--- src/rtl/mem_arbiter.sv ---
// mem_arbiter: grants the single-port RAM to the dcache or the icache, with the dcache first; one grant at a time, each held until its access completes.
// Define MEM_ARBITER_STARVE_GUARD_EN to force an icache grant after STARVE_LIMIT consecutive dcache grants taken while a fetch waits.
module mem_arbiter #(
    parameter int ADDR_W       = 32,
    parameter int STARVE_LIMIT = 4
) (
    input  logic              CLK,
    input  logic              nRST,
    input  logic              iREN,
    input  logic [ADDR_W-1:0] iaddr,
    output logic              iwait,
    output logic [ADDR_W-1:0] iload,
    input  logic              dREN,
    input  logic              dWEN,
    input  logic [ADDR_W-1:0] daddr,
    input  logic [ADDR_W-1:0] dstore,
    output logic              dwait,
    output logic [ADDR_W-1:0] dload,
    output logic              ramREN,
    output logic              ramWEN,
    output logic [ADDR_W-1:0] ramaddr,
    output logic [ADDR_W-1:0] ramstore,
    input  logic [ADDR_W-1:0] ramload,
    input  logic [1:0]        ramstate
);
    localparam logic [1:0] IDLE   = 2'd0;
    localparam logic [1:0] IGNT   = 2'd1;
    localparam logic [1:0] DGNT   = 2'd2;
    localparam logic [1:0] ACCESS = 2'b10;

    logic [1:0]        state_q, state_d;
    logic [ADDR_W-1:0] iload_q, iload_d, dload_q, dload_d;
    logic              d_req, i_on, d_on, i_done, d_done, i_first;

    // A granted requester that drops its request loses the RAM enables in that same cycle.
    assign d_req  = dREN | dWEN;
    assign i_on   = state_q == IGNT && iREN;
    assign d_on   = state_q == DGNT && d_req;
    assign i_done = i_on && ramstate == ACCESS;
    assign d_done = d_on && ramstate == ACCESS;

`ifdef MEM_ARBITER_STARVE_GUARD_EN
    localparam int CW = $clog2(STARVE_LIMIT + 1);
    logic [CW-1:0] starve_q, starve_d;

    assign i_first = iREN && starve_q == CW'(STARVE_LIMIT);

    always_comb begin
        starve_d = starve_q;
        if (state_q == IDLE && (!iREN || state_d == IGNT))
            starve_d = '0;
        else if (state_q == IDLE && state_d == DGNT && starve_q != CW'(STARVE_LIMIT))
            starve_d = starve_q + 1'b1;
    end

    always_ff @(posedge CLK or negedge nRST) begin
        if (!nRST)
            starve_q <= '0;
        else
            starve_q <= starve_d;
    end
`else
    logic unused_starve_limit;
    assign unused_starve_limit = STARVE_LIMIT != 0;
    assign i_first             = 1'b0;
`endif

    // Completion always passes through IDLE so the still-held request is not re-issued.
    always_comb begin
        state_d = IDLE;
        if (state_q == IDLE)
            state_d = (d_req && !i_first) ? DGNT : iREN ? IGNT : IDLE;
        else if (state_q == IGNT)
            state_d = (!iREN || i_done) ? IDLE : IGNT;
        else if (state_q == DGNT)
            state_d = (!d_req || d_done) ? IDLE : DGNT;
        iload_d = i_done ? ramload : iload_q;
        dload_d = (d_done && !dWEN) ? ramload : dload_q;
    end

    always_ff @(posedge CLK or negedge nRST) begin
        if (!nRST) begin
            state_q <= IDLE;
            iload_q <= '0;
            dload_q <= '0;
        end else begin
            state_q <= state_d;
            iload_q <= iload_d;
            dload_q <= dload_d;
        end
    end

    assign ramREN   = i_on || (d_on && !dWEN);
    assign ramWEN   = d_on && dWEN;
    assign ramaddr  = state_q == IGNT ? iaddr : state_q == DGNT ? daddr : '0;
    assign ramstore = ramWEN ? dstore : '0;
    assign iwait    = !i_done;
    assign dwait    = !d_done;
    assign iload    = iload_d;
    assign dload    = dload_d;
endmodule
--- config.mk ---
export PLATFORM = sky130hd
export DESIGN_NAME = mem_arbiter
export DESIGN_NICKNAME = d
export VERILOG_FILES = /design/src/rtl/mem_arbiter.sv
export SDC_FILE = /design/constraint.sdc
export NUM_CORES = 1
export LEC_CHECK = 0
export CAP_MARGIN = 20
export CORE_ASPECT_RATIO = 0.7
export CORE_UTILIZATION = 35
export DETAILED_ROUTE_END_ITERATION = 6
export PLACE_DENSITY_LB_ADDON = 0.08
export SLEW_MARGIN = 20
export SYNTH_ARGS = -nofsm -noshare
export SYNTH_HDL_FRONTEND = slang
export SYNTH_SLANG_ARGS = --single-unit
--- constraint.sdc ---
create_clock -name CLK -period 3.34 [get_ports CLK]
set_clock_uncertainty 0.15 [all_clocks]
set_input_delay 0.668 -clock CLK [delete_from_list [all_inputs] [get_ports CLK]]
set_output_delay 0.668 -clock CLK [all_outputs]
set_load 0.02 [all_outputs]
==> summary.md <==
| Metric | Value |
|---|---|
| Number of global-route vias before repair | around 3000 |
| Slew Limit Headroom | between 50% and 60% |
| Worst min path class | primary input to async pin |
| Mapped cell area | roughly 3200 um^2 |
| Via Count | about 3000 |
| Drt via density | 4.78 |
| Die height | between 80 and 90 um |
| Slew Limit Fails | 0 |
| Syn Nets | 368 |
| Design Area, Final | approximately 6300 um^2 |
| Maximum operating frequency | between 0.3 and 0.4 GHz |
| CP arrival | about 2.4 ns |
| Post-Route WL | approximately 12 mm |
| Syn Area/Cell | about 14 um^2 |
| RR Startpoint | state_q[0] |
| Sum Neg Setup Slack | 0 ns |
| Register area share after synthesis | around half |
| Post-synth ARST share | 100% |
| Crit path largest cell delay | 0.48 ns |
| Outcome | finished clean |
| Pwr Total | ~3 mW |
| FF-to-FF path depth | 5 |
| Mux cell area share after synthesis | 25.8% |
| Crit Path Max Fanout | 19 |
| Largest area contributor in the netlist | dfrtp_1 |
| Worst Setup End Kind | primary output |
| Compound-Gate Fraction of Synth Area | under 10% |
| Initial core utilization | a little under two fifths |
| Die ar. | approximately 9600 um^2 |
| Synth top area share | approximately half |
| Number of I/O pins | about 270 |
| Placed inst area | 6080 um^2 |
| Tmin final | ~3.2 ns |
| First-pass GRT wire length | between 15 and 20 mm |
| Slew @ Worst Pin | between 0.6 and 0.7 ns |
| Period utilization | between 90% and 100% |
| Final Non-Filler Cells | around 630 |
| Synth warnings | 0 |
| Layout cell share with drive strength beyond 1 | about a fifth |
| Ys flop type | dfrtp_1 |
| Final setup viols | 0 |
| Rows | 28 |
| Adder-cell share of the synthesized area | 0% |
| Worst hold slack | 0.233 ns |
| Reg-to-reg critical path endpoint | dload_q[26] |
| CP max-delay cell | clkdlybuf4s50_1 |
| Setup CP Type | primary input to primary output |
| Count leader, synth | dfrtp_1 |
| HPWL after DPL | ~9.5 mm |
| Final GP Congestion | roughly 0.74 |
| CTS tree | yes |
| Drt pass-1 iters | 4 |
| TritonCTS buffer count | 9 |
| # clock sinks | 66 |
| Cell variety after synth | 23 |
| Initial antenna violation count | 0 |
| Overflow after GRT | 0 |
| Clk slew on worst S/H paths | 0.05 ns |
| Setup slack, reg-to-reg | about 1.6 ns |
| Post-CTS Setup Inserts | 0 |
| Hold Fails Final Rpt | 0 |
| Maximum vdd drop | 277 uV |
| Pin count of the biggest net entering global routing | 38 |
| Startpoint class of the critical path | primary input |
| Power Density | 470 nW/um^2 |
| Clock Latency Late Sink | ~0.32 ns |
| WL per Instance | 19.2 um |
| Worst setup path start | iREN |
| Syn Inst Count | between 200 and 250 |
| Synth cell count leaders | dfrtp_1 (66), a22o_1 (32), and3_1 (32), mux2_2 (32), mux2_4 (30) |
| Post-Synth Simple-Gate Area | approximately a tenth |
| Initial DRC count | approximately 110 |
| Pleak | 3.09 nW |
| Remaining DRCs | 0 |
| RSZ-0062 raised after global routing | false |
| Worst path cell trace | clkdlybuf4s50_1, nand3b_1, nor2_4, buf_12, mux2_2, dlygate4sd2_1 |
| FF+latch count, synth | 66 |
| Worst-case clock buffer depth | 2 |
| Gr usage total | about a quarter |
| Final Util | 72.0% |
| EDFF count, synth | 0 |
| Die width | 117 um |
| Antenna diodes | 0 |
| Post-DRT Antenna Nets | 0 |
| Clock root cell | clkbuf_16 |
| Post-Synth XOR/XNOR Area | 0% |
| Largest family of logic cells by synthesized area | multiplexers |
| Final worst slack | ~0.12 ns |
| Synth area leaders | dfrtp_1 (51%), mux2_4 (14%), mux2_2 (11%) |
| H-tree depth | 3 |
| Placed Cells | 614 |
| Nets@finish | 640 |
| Critical Path RT | 2.52 ns |
| Maxcap violations | 0 |
| Pre-CTS setup slack | -0.106 ns |
| Core area | 8690 um^2 |
| # port buffers | 266 |
| Syn-to-layout area delta | 93.5% |
## report_power, final
| part | switching [mW] | internal (mW) |
|---|---|---|
| Sequential | 0.0439 | 0.940 |
| Combinational | 0.540 | 0.598 |
| Clock | 0.321 | 0.495 |
| Total | 0.905 | 2.03 |
## sequential cells by signal (all words and copies together) (netlist names)
| name | count |
|---|---|
| dload_q | 32 |
| iload_q | 32 |
| state_q | 2 |
## timing repair
item,CTS,global route
hold endpoints to repair,0,0
hold buffers,0,0
resized for setup,64,0
endpoints found under the setup margin,64,0
## worst max path at each step
stage	slack (ns)	depth (start not counted)	to
2_1_floorplan	0.89	4	iload[6]
3_3_place_gp	-0.14	7	dload[0]
3_5_place_dp	-0.11	6	iload[1]
4_1_cts	0.11	6	iload[1]
5_1_grt	0.02	7	dload[0]
6_report	0.12	6	iload[1]
## cells in the final DEF (no fill, tap or decap), drive strengths merged
| master | netlist | final |
|---|---|---|
| nor2b | 3 | 3 |
| and2 | 1 | 1 |
| clkinvlp | 0 | 1 |
| and3 | 32 | 32 |
| clkdlybuf4s50 | 0 | 201 |
| a22o | 32 | 32 |
| nand2 | 2 | 2 |
| nor2 | 3 | 3 |
| a21oi | 1 | 1 |
| nor3b | 1 | 1 |
| dfrtp | 66 | 66 |
| inv | 1 | 1 |
| clkinv | 0 | 2 |
| nand4b | 1 | 1 |
| nor3 | 1 | 1 |
| clkbuf | 8 | 12 |
| nand3b | 2 | 2 |
| mux2 | 64 | 64 |
| dlygate4sd2 | 0 | 64 |
| buf | 13 | 17 |
| nand2b | 1 | 1 |
| a211oi | 1 | 1 |
## routing by layer
layer,wire (um),vias up,global-route usage [%]
met2,6030,114,40.4
met3,974,14,9.85
met1,4880,1483,29.6
met5,0,-,0
met4,192,0,7.47
li1,-,1398,-
## area by class of cell
class                           instances  area, um^2
Timing Repair Buffer                  282        2750
Clock inverter                          3        17.5
Tap cell                              120         150
Clock buffer                           12         236
Sequential cell                        66        1650
Fill cell                             662        2440
Inverter                                1        3.75
Multi-Input combinational cell        145        1450
## logic make-up after synthesis
logic type	Yosys count
mux	64
buf+inv	22
flops	66
simple gates	47
compound gates	34
## critical path: cells and delay by family
kind / cells / cell delay, ns
AND/OR/NAND/NOR: 2 / 0.35
multiplexers: 1 / 0.36
buffers and inverters: 3 / 1.02
Power figures use the tool's default switching activity.
